[config.mk]
export PLATFORM = sky130hd
export DESIGN_NAME = counter_down_chain
export DESIGN_NICKNAME = d
export VERILOG_FILES = /design/src/rtl/counter_down_chain.sv
export SDC_FILE = /design/constraint.sdc
export NUM_CORES = 1
export LEC_CHECK = 0
export BUFFER_PORTS_ARGS = -buffer_cell sky130_fd_sc_hd__buf_2
export CAP_MARGIN = 25
export CORE_UTILIZATION = 53
export DETAILED_ROUTE_END_ITERATION = 16
export PLACE_DENSITY = 0.78
export REMOVE_ABC_BUFFERS = 1
export SETUP_SLACK_MARGIN = 0.02
export SKIP_CTS_REPAIR_TIMING = 1
export SYNTH_ARGS = -nofsm -noshare
export SYNTH_HDL_FRONTEND = slang
export SYNTH_SLANG_ARGS = --single-unit
[constraint.sdc]
create_clock -name clk -period 2 [get_ports clk]
set_input_delay 0.1 -clock clk [delete_from_list [all_inputs] [get_ports clk]]
set_output_delay 0.1 -clock clk [all_outputs]
set_load 0.01 [all_outputs]
[src/rtl/counter_down_chain.sv]
// Cascaded multi-digit down-counter with per-digit moduli, load clamping,
// a shadow reload register, one-shot/auto-reload modes and a done pulse.
module counter_down_chain #(
  parameter int unsigned             DIGITS = 4,
  parameter int unsigned             W      = 4,
  parameter logic [DIGITS*W-1:0]     MAXV   = {4'd5, 4'd9, 4'd5, 4'd9}
) (
  input  logic                clk,
  input  logic                clearn,
  input  logic [DIGITS*W-1:0] in,
  input  logic                load,
  input  logic                en,
  input  logic                mode,
  output logic [DIGITS*W-1:0] count,
  output logic [DIGITS-1:0]   tc,
  output logic                count_end,
  output logic                done
);

  logic [DIGITS*W-1:0] count_q, count_d;
  logic [DIGITS*W-1:0] shadow_q, shadow_d;
  logic                done_q, done_d;

  logic [DIGITS*W-1:0] clamped;
  logic [DIGITS*W-1:0] decremented;
  logic [DIGITS-1:0]   tc_w;
  logic                all_zero;

  // Per-digit borrow chain, clamp of the load value and terminal counts.
  always_comb begin
    logic         lower_zero;
    logic [W-1:0] dig;
    logic [W-1:0] mx;
    logic [W-1:0] ld;
    clamped     = '0;
    decremented = '0;
    tc_w        = '0;
    lower_zero  = 1'b1;
    for (int unsigned i = 0; i < DIGITS; i++) begin
      dig = count_q[i*W +: W];
      mx  = MAXV[i*W +: W];
      ld  = in[i*W +: W];
      clamped[i*W +: W] = (ld > mx) ? mx : ld;
      if (lower_zero) begin
        decremented[i*W +: W] = (dig == '0) ? mx : dig - 1'b1;
      end else begin
        decremented[i*W +: W] = dig;
      end
      lower_zero = lower_zero & (dig == '0);
      tc_w[i]    = en & lower_zero;
    end
    all_zero = lower_zero;
  end

  // Next-state selection: load beats enable beats hold.
  always_comb begin
    count_d  = count_q;
    shadow_d = shadow_q;
    done_d   = 1'b0;
    if (load) begin
      count_d  = clamped;
      shadow_d = clamped;
    end else if (en) begin
      if (all_zero) begin
        // Expiry: reload only in auto-reload mode; never wrap to all-max.
        if (mode) begin
          count_d = shadow_q;
        end
      end else begin
        count_d = decremented;
        done_d  = (decremented == '0);
      end
    end
  end

  // State registers with asynchronous active-low clear.
  always_ff @(posedge clk or negedge clearn) begin
    if (!clearn) begin
      count_q  <= '0;
      shadow_q <= '0;
      done_q   <= 1'b0;
    end else begin
      count_q  <= count_d;
      shadow_q <= shadow_d;
      done_q   <= done_d;
    end
  end

  assign count     = count_q;
  assign tc        = tc_w;
  assign count_end = all_zero;
  assign done      = done_q;

endmodule

# ---- After elaboration in Yosys (flattened, before gate mapping)
# Index checks and enable logic that the tools add are counted.
dict set report classes {
  multipliers 0
  div 0
  eq_ne 1
  order_cmp 4
  muxes 18
  n_shift 0
  n_bitwise 7
  addsub 4
  reduce_logical 7
}
# op count
set ops {}
lappend ops {{$mux W16} 4}
lappend ops {{$mux W4} 11}
lappend ops {{$logic_not A16 Y1} 1}
lappend ops {{$logic_not A4 Y1} 4}
lappend ops {{$sub A4 B1 Y4 const B} 4}
lappend ops {{$gt A4 B3 Y1 const B} 2}
lappend ops {{$gt A4 B4 Y1 const B} 2}
lappend ops {{$and A1 B1 Y1} 7}
lappend ops {{$mux W1} 3}
lappend ops {{$ne A3 B3 Y1 const B} 1}
lappend ops {{$reduce_and A2 Y1} 1}
lappend ops {{$reduce_bool A2 Y1} 1}
dict set report totals {
  mem_bits_ro 0
  output_inout_bits 22
  latchBits 0
  input_bits 21
  n_memories 0
  elab_cells 44
  register_bits 33
  ram_bits 0
}

# ---- Logic depth before layout (Yosys ltp)
# Gate-level depths: netlist of the first run.
dict set report depth {
  depth_word 8
  ltp_mapped 6
  depth_no_buf 6
}

# ---- Worst setup path before layout of the first run
# No wires, ideal clock.
dict set report synth_timing {
  path_kind {flip-flop to flip-flop}
  from {register count_q[0] (netlist: count[0])}
  to {register count_q[8] (netlist: count[8])}
  required_time_ns 1.876
  path_buffers 0
  stages_incl_launch_ff 6
  setup_time_ns 0.124
  t_arrival_ns 1.859
  path_slack_ns 0.017
  synth_period_minus_slack_ns 1.983
  path_cell_list {dfrtp_1 nor4_4 nand3_1 nor3_1 nor2b_1 o31a_1}
}
dict set report synth_via {
  elab_chain_cells 7
  elab_cells_between_ends 10
  cone_classes {eq/ne: 1; mux: 4; bitwise: 3; reduce/logical: 2}
}
# item line
set synth_rtl {}
lappend synth_rtl {{from (decl)} 20} ;# logic [DIGITS*W-1:0] count_q, count_d;
lappend synth_rtl {{from (signal assigned)} 83} ;# count_q <= count_d;
lappend synth_rtl {{$logic_not A4 Y1 (*)} 49} ;# lower_zero = lower_zero & (dig == '0);
lappend synth_rtl {{$and A1 B1 Y1 (*)} 49}
lappend synth_rtl {{$and A1 B1 Y1 (2 in series)} 49}
lappend synth_rtl {{$mux W16} 64} ;# if (all_zero) begin
lappend synth_rtl {{$mux W16} 63} ;# end else if (en) begin
lappend synth_rtl {{$mux W16} 60} ;# if (load) begin
# Every way passes the cells marked *; elsewhere a longest branch is shown, timed or not. The select of a mux whose other input is x is not followed.
# A chain may end at the register's enable or synchronous reset.

# ---- Final worst setup path of the first run
dict set report layout_timing {
  from {register count_q[12] (netlist: count[12])}
  to {register count_q[6] (netlist: count[6])}
}
dict set report layout_via {
  elab_chain_cells 5
  elab_cells_between_ends 7
  cone_classes {eq/ne: 1; mux: 3; bitwise: 1; reduce/logical: 2}
}
# item line
set layout_rtl {}
lappend layout_rtl {{$logic_not A4 Y1 (*)} 49}
lappend layout_rtl {{$and A1 B1 Y1 (*)} 49}
lappend layout_rtl {{$mux W16} 64}
lappend layout_rtl {{$mux W16} 63}
lappend layout_rtl {{$mux W16} 60}
# Marks and branches as above.

==> metrics, run 1 <==
starting density of the core 57.4%; RSZ-0062 raised after global routing yes; asr flop ratio synth 100%; number of global-route vias before repair 1,643; synthesized flop and latch total 33; clk_skew 0.0156 ns; routability cong. 0.978; combinational share of power 22.0%; sw frac 29.6%; synthesis warning total 0; Setup Crit Path Kind flip-flop to flip-flop; first-pass GRT wire length 7300 um; layout cell share with drive strength beyond 1 37.7%; CTS max path bufs 2; EDFF count, synth 0; CP max stage cell or4_1; Initial DRC Count 80; highest clock rate 489 MHz; Final Max Slew Viols 0; Avg Cell Area, Syn 9.30 um^2; worst path arrival time 2.27 ns; Netlist Area Pre-Place 0.00179 mm^2; Vias 1,815; clock latency on the worst-skew pair 0.34 ns; crit path cell chain buf_4, or4_1, nor3_1, a311oi_1, o21ai_1, a21oi_2; post-route cell area 0.00243 mm^2; Int Pwr 1.13 mW; PnR Total Power 1.60 mW; count of input and output buffers 42; Hold/Removal Path Class primary input to flip-flop; P per Cell Area 659 mW/mm^2; GR Overflow Total 0; die height 60.2 um; TNS Setup -0.0466 ns; Top FF cell, synth dfrtp_1; row cnt 20; Reg power frac 48.3%; CTS tree done; relative slew slack 52.0%; CORE AREA 0.00313 mm^2; sequential fraction of the synthesis area 46.0%; Area Growth Syn to Fin 35.6%; final worst path period share 102%; Required @ worst endpoint 2.22 ns; Final Hold Fails 0; Max Cap Viol 0; setup ws final -0.0466 ns; Worst path max stage delay 0.58 ns; Leak Pwr 1.09 nW; Die X 60.2 um; failing checks setup timing; Sink Count 33; min cycle time layout 2.05 ns; library cells used by synthesis 53; outcome finished with violations; VDD IR max 0.000569 V; clock slew at reported path FFs 0.10 ns; initial antenna violation count 0; Crit Path Max Fanout 6; Root Driver clkbuf_4; WL final 5060 um; final hold slack 0.00554 ns; final setup violation count 1; pin count of the biggest net entering global routing 34; fin util 77.8%; worst slew pin tran 0.720 ns; Pre-antenna DRT Iters 4; net switching power 0.474 mW; CTS buffer count 5; Startpoint Class flip-flop; die area 0.00362 mm^2; n_diodes 0; Mapped Cells 193; FF+latch area 826 um^2; fin nets 289; Final ANT Viol Nets 0; H-Tree Depth 2; area of the multi-input gates 966 um^2; # IOs 43; DPL Wire Length 3460 um; wire length per cell 16.2 um; Global Route Usage Sum 28.0%; clock share of power 29.7%; CP Capture Type flip-flop; Vias/cell 5.82; placed inst area 0.00219 mm^2; DRC 0; FILL cells 240
==> power by group through the flow <==
stage | registers, mW | logic (mW) | clock network (mW)
floorplan | 0.797 | 0.138 | 0
global placement | 0.781 | 0.310 | 0
detailed placement | 0.782 | 0.316 | 0
CTS | 0.769 | 0.316 | 0.478
global route | 0.781 | 0.385 | 0.502
finish | 0.774 | 0.352 | 0.475
==> area by class of cell <==
type / count / area share, %
clock buffer: 5 / 1.54
inverter: 11 / 1.80
tap: 44 / 2.26
timing repair buffer: 74 / 19.3
multi-input combinational: 143 / 39.7
sequential: 33 / 34.0
clock inverter: 2 / 1.44
==> flip-flops by register name, summed over array words and instances, names as in the netlist <==
name and count:
count 16, done 1, shadow_q 16
==> layer usage <==
metal | GRT usage (%) | part of all wire [%]
met2 | 45.8 | 50
met3 | 7.79 | 6.6
met4 | 10.3 | 1.5
met1 | 35.0 | 42
met5 | 0 | 0
==> critical path, delay by kind of cell, from the launching register on <==
family	cells	cell delay [ns]
AOI/OAI and AO/OA	3	0.49
buffers and inverters	1	0.17
DFF	1	0.42
and+or+nand+nor	2	0.84
==> cell families after synthesis <==
| group | synth area share, % |
|---|---|
| simple gates | 24.3 |
| mux | 2.93 |
| buf+inv | 3.56 |
| xor+xnor | 0.488 |
| compound gates | 22.7 |
| flops | 46.0 |
==> layout by cell type (no fill, tap or decap), types with 3 or more instances in the layout <==
master / Yosys / final
buf_6: 0 / 3
o21ai_0: 14 / 14
nor4_4: 2 / 3
nand4_1: 3 / 3
nand2b_1: 3 / 3
nor2b_1: 5 / 5
clkbuf_4: 0 / 5
nand3_1: 4 / 3
a21oi_1: 14 / 13
nor3_1: 4 / 3
inv_1: 10 / 9
o31a_1: 3 / 3
nand2_1: 8 / 8
nor2_1: 26 / 24
o21ai_1: 10 / 10
buf_4: 0 / 30
dfrtp_1: 33 / 33
mux2i_1: 3 / 3
buf_2: 0 / 40
==> stage by stage <==
step | cells | worst slack, ns
finish | 312 | -0.0466
global route | 312 | -0.0716
CTS | 300 | -0.131
detailed placement | 293 | 0.0563
global placement | 293 | 0.0935
floorplan | 187 | 0.0168
==> Yosys cell counts (2+ instances only) <==
cell,instances,area [um^2]
a2111oi_0,2,17.5
a211oi_1,2,15.0
a21oi_1,14,70.1
a22oi_1,2,15.0
clkbuf_1,5,18.8
dfrtp_1,33,826
inv_1,10,37.5
mux2_2,2,22.5
mux2i_1,3,30.0
nand2_1,8,30.0
nand2b_1,3,18.8
nand3_1,4,20.0
nand3b_1,2,15.0
nand4_1,3,18.8
nor2_1,26,97.6
nor2b_1,5,31.3
nor3_1,4,20.0
nor4_1,2,12.5
nor4_4,2,42.5
o21a_1,2,15.0
o21ai_0,14,70.1
o21ai_1,10,50.1
o221ai_1,2,17.5
o31a_1,3,26.3
or4_1,2,15.0
==> final timing paths <==
| path | cells past startpoint | slack (ns) | end | start |
|---|---|---|---|---|
| worst max-delay path | 6 | -0.05 | count[6]$_DFFE_PN0P_ | count[12]$_DFFE_PN0P_ |
| worst min-delay path | 3 | 0.006 | shadow_q[12]$_DFFE_PN0P_ | in[12] |
| worst max register to register | 6 | -0.05 | count[6]$_DFFE_PN0P_ | count[12]$_DFFE_PN0P_ |
| worst min register to register | 1 | 0.50 | shadow_q[8]$_DFFE_PN0P_ | shadow_q[8]$_DFFE_PN0P_ |
| max in group asynchronous | 2 | 1.20 | shadow_q[4]$_DFFE_PN0P_ | clearn |
| min in group asynchronous | 2 | 0.34 | shadow_q[1]$_DFFE_PN0P_ | clearn |
Note: power is estimated with default switching activity, not from simulation.
==> run 2: changes to the inputs <==
CORE_UTILIZATION = 57   (was 53)
PLACE_DENSITY = 0.83   (was 0.78)
clock period = 2.6 ns   (was 2 ns; I/O delays follow)
==> run 2 against run 1 <==
The flow now finishes without violations. Setup slack improved by 0.16 ns. Critical path depth fell by 2. Hold slack improved by 0.0059 ns. Combinational power fell by 42%. Flip-flop and latch count did not move. Cell area fell by 12%. Global-route usage rose by 0.38 points. Critical endpoint is now tc[3]. Highest routed layer unchanged. First-iteration DRC count rose by 64%.
==> metrics, run 2 (same netlist as run 1, synthesis figures left out) <==
Max Cap Viol 0 (unchanged); internal reg-to-reg setup slack 0.35 ns (+0.40 ns); number of global-route vias before repair 1,598 (-2.7%); CTS tree done; area of the multi-input gates 905 um^2 (-6.3%); worst slew pin tran 0.729 ns (+0.00969 ns); Register-to-Register Path Depth 5 (-1); Reg-to-Reg Start count[6]$_DFFE_PN0P_; clock latency on the worst-skew pair 0.35 ns (about the same); Hold Crit Depth 3 (unchanged); fin nets 260 (-10%); starting density of the core 62.4% (+5.0 points); Pre-antenna DRT Iters 4 (unchanged); layout cell share with drive strength beyond 1 26.3% (-11 points); Sink Count 33 (unchanged); clock slew at reported path FFs 0.11 ns (about the same); Final Max Slew Viols 0 (unchanged); met3 WL post-DR 274 um (-18%); die area 0.00338 mm^2 (-6.8%); Vias/cell 6.10 (+4.8%); row cnt 19 (-5.0%); GR Overflow Total 0 (unchanged); CTS buffer count 5 (unchanged); Vias 1,720 (-5.2%); # IOs 43 (unchanged); FF+latch area 826 um^2 (unchanged); post-route cell area 0.00215 mm^2 (-12%); final worst path period share 95.6%; routed wl met2 2080 um (-18%); pin count of the biggest net entering global routing 34 (unchanged); end of the worst hold path count[1]$_DFFE_PN0P_; FF-to-FF End count[3]$_DFFE_PN0P_; DPL Wire Length 3150 um (-8.9%); final setup violation count 0 (-1); most common cell after layout, fill and taps aside buf_2; count of input and output buffers 42 (unchanged); Hold/Removal Path Class primary input to flip-flop; DRC 0 (unchanged); most frequent cells in the layout buf_2 (42), dfrtp_1 (33), nor2_1 (26); Area Growth Syn to Fin 19.7%; worst path arrival time 2.36 ns (+0.09 ns); VDD IR max 0.000426 V (-25%); routability cong. 0.957 (-2.2%); Final Hold Fails 0 (unchanged); highest clock rate 402 MHz; CORE AREA 0.00288 mm^2 (-8.0%); clk_skew 0.0117 ns (-0.00386 ns); relative slew slack 51.4% (-0.65 points); wire length per cell 15.5 um (-4.1%); max layer used met4; outcome completed; CP Capture Type output port; Startpoint Class flip-flop; Leak Pwr 0.929 nW (-15%); Die X 58.1 um (-3.5%); H-Tree Depth 2 (unchanged); worst setup path start count[6]$_DFFE_PN0P_; wl on met1 1980 um (-6.0%); initial antenna violation count 0 (unchanged); placed inst area 0.00205 mm^2 (-6.3%); Setup Crit Path Kind flip-flop to output port; Worst Hold Launch in[1]; Crit Path Max Fanout 10 (+4); n_diodes 0 (unchanged); min cycle time layout 2.49 ns; first-pass GRT wire length 7200 um (-1.3%); CTS max path bufs 2 (unchanged); Required @ worst endpoint 2.47 ns (+0.25 ns); FILL cells 231 (-3.8%); die height 58.1 um (-3.5%); Initial DRC Count 131 (+64%); Root Driver clkbuf_4; final hold slack 0.0114 ns (+0.00591 ns); Global Route Usage Sum 28.4% (+0.38 points); RSZ-0062 raised after global routing no; Final ANT Viol Nets 0 (unchanged); TNS Setup 0 ns (+0.0466 ns); P per Cell Area 569 mW/mm^2 (-14%); WL final 4380 um (-13%)
[run 2: cell count changes in the layout (fill, tap and decap cells not counted), moves of 2 or more]
cell | previous run | this run
nor2_1 | 24 | 26
buf_6 | 3 | 0
nor4_1 | 0 | 2
buf_4 | 30 | 2
buf_2 | 40 | 42
[run 2: worst max path at each step]
stage,end,slack (ns),cells past startpoint
2_1_floorplan,count[8]$_DFFE_PN0P_,0.62,5
3_3_place_gp,count[15]$_DFFE_PN0P_,0.45,5
3_5_place_dp,count[3]$_DFFE_PN0P_,0.42,5
4_1_cts,tc[3],0.16,4
5_1_grt,tc[3],0.02,4
6_report,tc[3],0.11,4
[run 2: metrics by stage]
step	setup WS [ns]	total power [mW]	cells	util, %
after global placement	0.446	0.810	273	71.2
after CTS	0.156	1.22	281	74.3
after global routing	0.0201	1.27	282	74.7
after floorplan	0.617	0.720	187	-
after detailed placement	0.416	0.815	273	71.2
final	0.113	1.22	282	74.7
[run 2: layout make-up]
class	count	area share (%)
Clock inverter	2	1.75
Tap cell	42	2.45
Multi-Input combinational cell	143	42.1
Timing Repair Buffer	45	10.9
Inverter	11	1.92
Clock buffer	6	2.39
Sequential cell	33	38.4
[run 2: where the power goes]
group	internal, mW	switching [mW]	total [mW]
combinational	0.0856	0.118	0.204
clock	0.228	0.185	0.413
sequential	0.551	0.0546	0.606
total	0.865	0.357	1.22
[run 2: layer usage]
layer  global-route usage, %  vias to the layer above
li1                        -                      809
met1                    37.3                      840
met2                    46.1                       64
met3                    6.70                        7
met4                    10.2                        0
met5                       0                        -
[run 2: worst max-delay path, cell delays in order, from the launching register on]
cell	delay, ns
dfrtp_1	0.51
nor4_4	0.59
nand4_2	0.44
nor2_1	0.29
buf_2	0.18
==> run 3: changes to the inputs <==
CORE_UTILIZATION = 46   (was 57)
PLACE_DENSITY = 0.72   (was 0.83)
clock period = 2 ns   (was 2.6 ns; I/O delays follow)
==> run 3 against run 2 <==
Die area is 23% higher. Highest routed layer unchanged. Largest power group unchanged. Cell area is 8.6% higher. Wire length up 7.5%. Critical path type is now flip-flop to flip-flop.
==> metrics, run 3 (same netlist as run 1, synthesis figures left out) <==
outcome completed; layout cell share with drive strength beyond 1 33.1% (+6.8 points); starting density of the core 48.6% (-14 points); final worst path period share 95.3%; WL final 4710 um (+7.5%); highest clock rate 524 MHz; placed inst area 0.00218 mm^2 (+6.6%); RSZ-0062 raised after global routing no; CP Capture Type flip-flop; Die X 64.5 um (+11%); Final ANT Viol Nets 0 (unchanged); GR Overflow Total 0 (unchanged); DPL Wire Length 3490 um (+11%); FILL cells 328 (+42%); Global Route Usage Sum 24.8% (-3.6 points); initial antenna violation count 0 (unchanged); min cycle time layout 1.91 ns; CTS max path bufs 2 (unchanged); Reg-to-Reg Start count[12]$_DFFE_PN0P_; routability cong. 0.884 (-7.5%); H-Tree Depth 2 (unchanged); DRC 0 (unchanged); die height 64.5 um (+11%); CTS tree done; worst setup path start count[12]$_DFFE_PN0P_; die area 0.00415 mm^2 (+23%); Hold Crit Depth 3 (unchanged); internal reg-to-reg setup slack 0.09 ns (-0.26 ns); clk_skew 0.00167 ns (-0.0100 ns); post-route cell area 0.00233 mm^2 (+8.6%); number of global-route vias before repair 1,581 (-1.1%); most frequent cells in the layout buf_2 (42), dfrtp_1 (33), nor2_1 (25); count of input and output buffers 42 (unchanged); Register-to-Register Path Depth 6 (+1); Area Growth Syn to Fin 30.1%; Vias 1,722 (+0.12%); relative slew slack 50.5% (-0.88 points); clock slew at reported path FFs 0.07 ns (-0.04 ns); VDD IR max 0.000473 V (+11%); Setup crit end count[6]$_DFFE_PN0P_; Max Cap Viol 0 (unchanged); Hold/Removal Path Class primary input to flip-flop; CTS buffer count 5 (unchanged); Vias/cell 5.59 (-8.3%); Final Max Slew Viols 0 (unchanged); Pre-antenna DRT Iters 4 (unchanged); Crit Path Max Fanout 6 (-4); fin nets 280 (+7.7%); Initial DRC Count 132 (+0.76%); # IOs 43 (unchanged); pin count of the biggest net entering global routing 34 (unchanged); wire length per cell 15.3 um (-1.6%); row cnt 22 (+3); Final Hold Fails 0 (unchanged); worst path arrival time 2.07 ns (-0.29 ns); first-pass GRT wire length 7790 um (+8.1%); worst slew pin tran 0.742 ns (+0.0133 ns); n_diodes 0 (unchanged); Startpoint Class flip-flop; Root Driver clkbuf_8; Required @ worst endpoint 2.16 ns (-0.31 ns); TNS Setup 0 ns (unchanged); final setup violation count 0 (unchanged); Sink Count 33 (unchanged); CORE AREA 0.00369 mm^2 (+28%); most common cell after layout, fill and taps aside buf_2; Setup Crit Path Kind flip-flop to flip-flop; clock latency on the worst-skew pair 0.28 ns (-0.07 ns); P per Cell Area 709 mW/mm^2 (+25%); Leak Pwr 1.04 nW (+12%); FF-to-FF End count[6]$_DFFE_PN0P_
run 3: changes by cell type in the layout (fill, tap and decap cells not counted), sizes merged:
cell,change
bufinv,-1
buf,+20
clkinv,+1
clkbuf,+1
clkinvlp,-1
run 3: cell type report:
class	count	area, um^2	area share, %
Clock inverter	1	5.00	0.214
Clock buffer	7	96.3	4.13
Sequential cell	33	826	35.4
Inverter	11	41.3	1.77
Timing Repair Buffer	65	385	16.5
Tap cell	48	60.1	2.57
Multi-Input combinational cell	143	920	39.4
run 3: critical path: stages, from the launching register on:
cell and delay [ns]:
dfrtp_1 0.42, buf_4 0.17, or4_1 0.57, nor3_1 0.26, a311oi_1 0.14, o21ai_1 0.14
a21oi_1 0.08
run 3: per-layer routing:
metal / vias up / wire [um] / global-route usage, %
li1: 840 / - / -
met1: 800 / 2210 / 36.1
met3: 4 / 387 / 6.87
met4: 0 / 27 / 5.28
met2: 78 / 2080 / 36.8
met5: - / 0 / 0
run 3: worst min path at each step:
stage	start	end
2_1_floorplan	clearn	count[0]$_DFFE_PN0P_
3_3_place_gp	clearn	shadow_q[2]$_DFFE_PN0P_
3_5_place_dp	clearn	shadow_q[2]$_DFFE_PN0P_
4_1_cts	clearn	count[0]$_DFFE_PN0P_
5_1_grt	in[9]	shadow_q[9]$_DFFE_PN0P_
6_report	in[2]	shadow_q[2]$_DFFE_PN0P_
run 3: power by group:
part           internal, mW  switching, mW
Combinational         0.146          0.184
Clock                 0.311          0.246
Sequential            0.718         0.0505
Total                  1.17          0.480
run 3: through the flow:
step	total power [mW]	utilization (%)	instances	hold slack (ns)	setup slack, ns
3_5_place_dp	1.10	59.2	296	0.204	0.0771
6_report	1.65	63.3	308	0.0546	0.0933
3_3_place_gp	1.10	59.2	296	0.202	0.119
5_1_grt	1.74	63.3	308	0.0842	0.0254
2_1_floorplan	0.936	-	187	-0.196	0.0168
4_1_cts	1.66	62.0	304	-0.103	0.0396
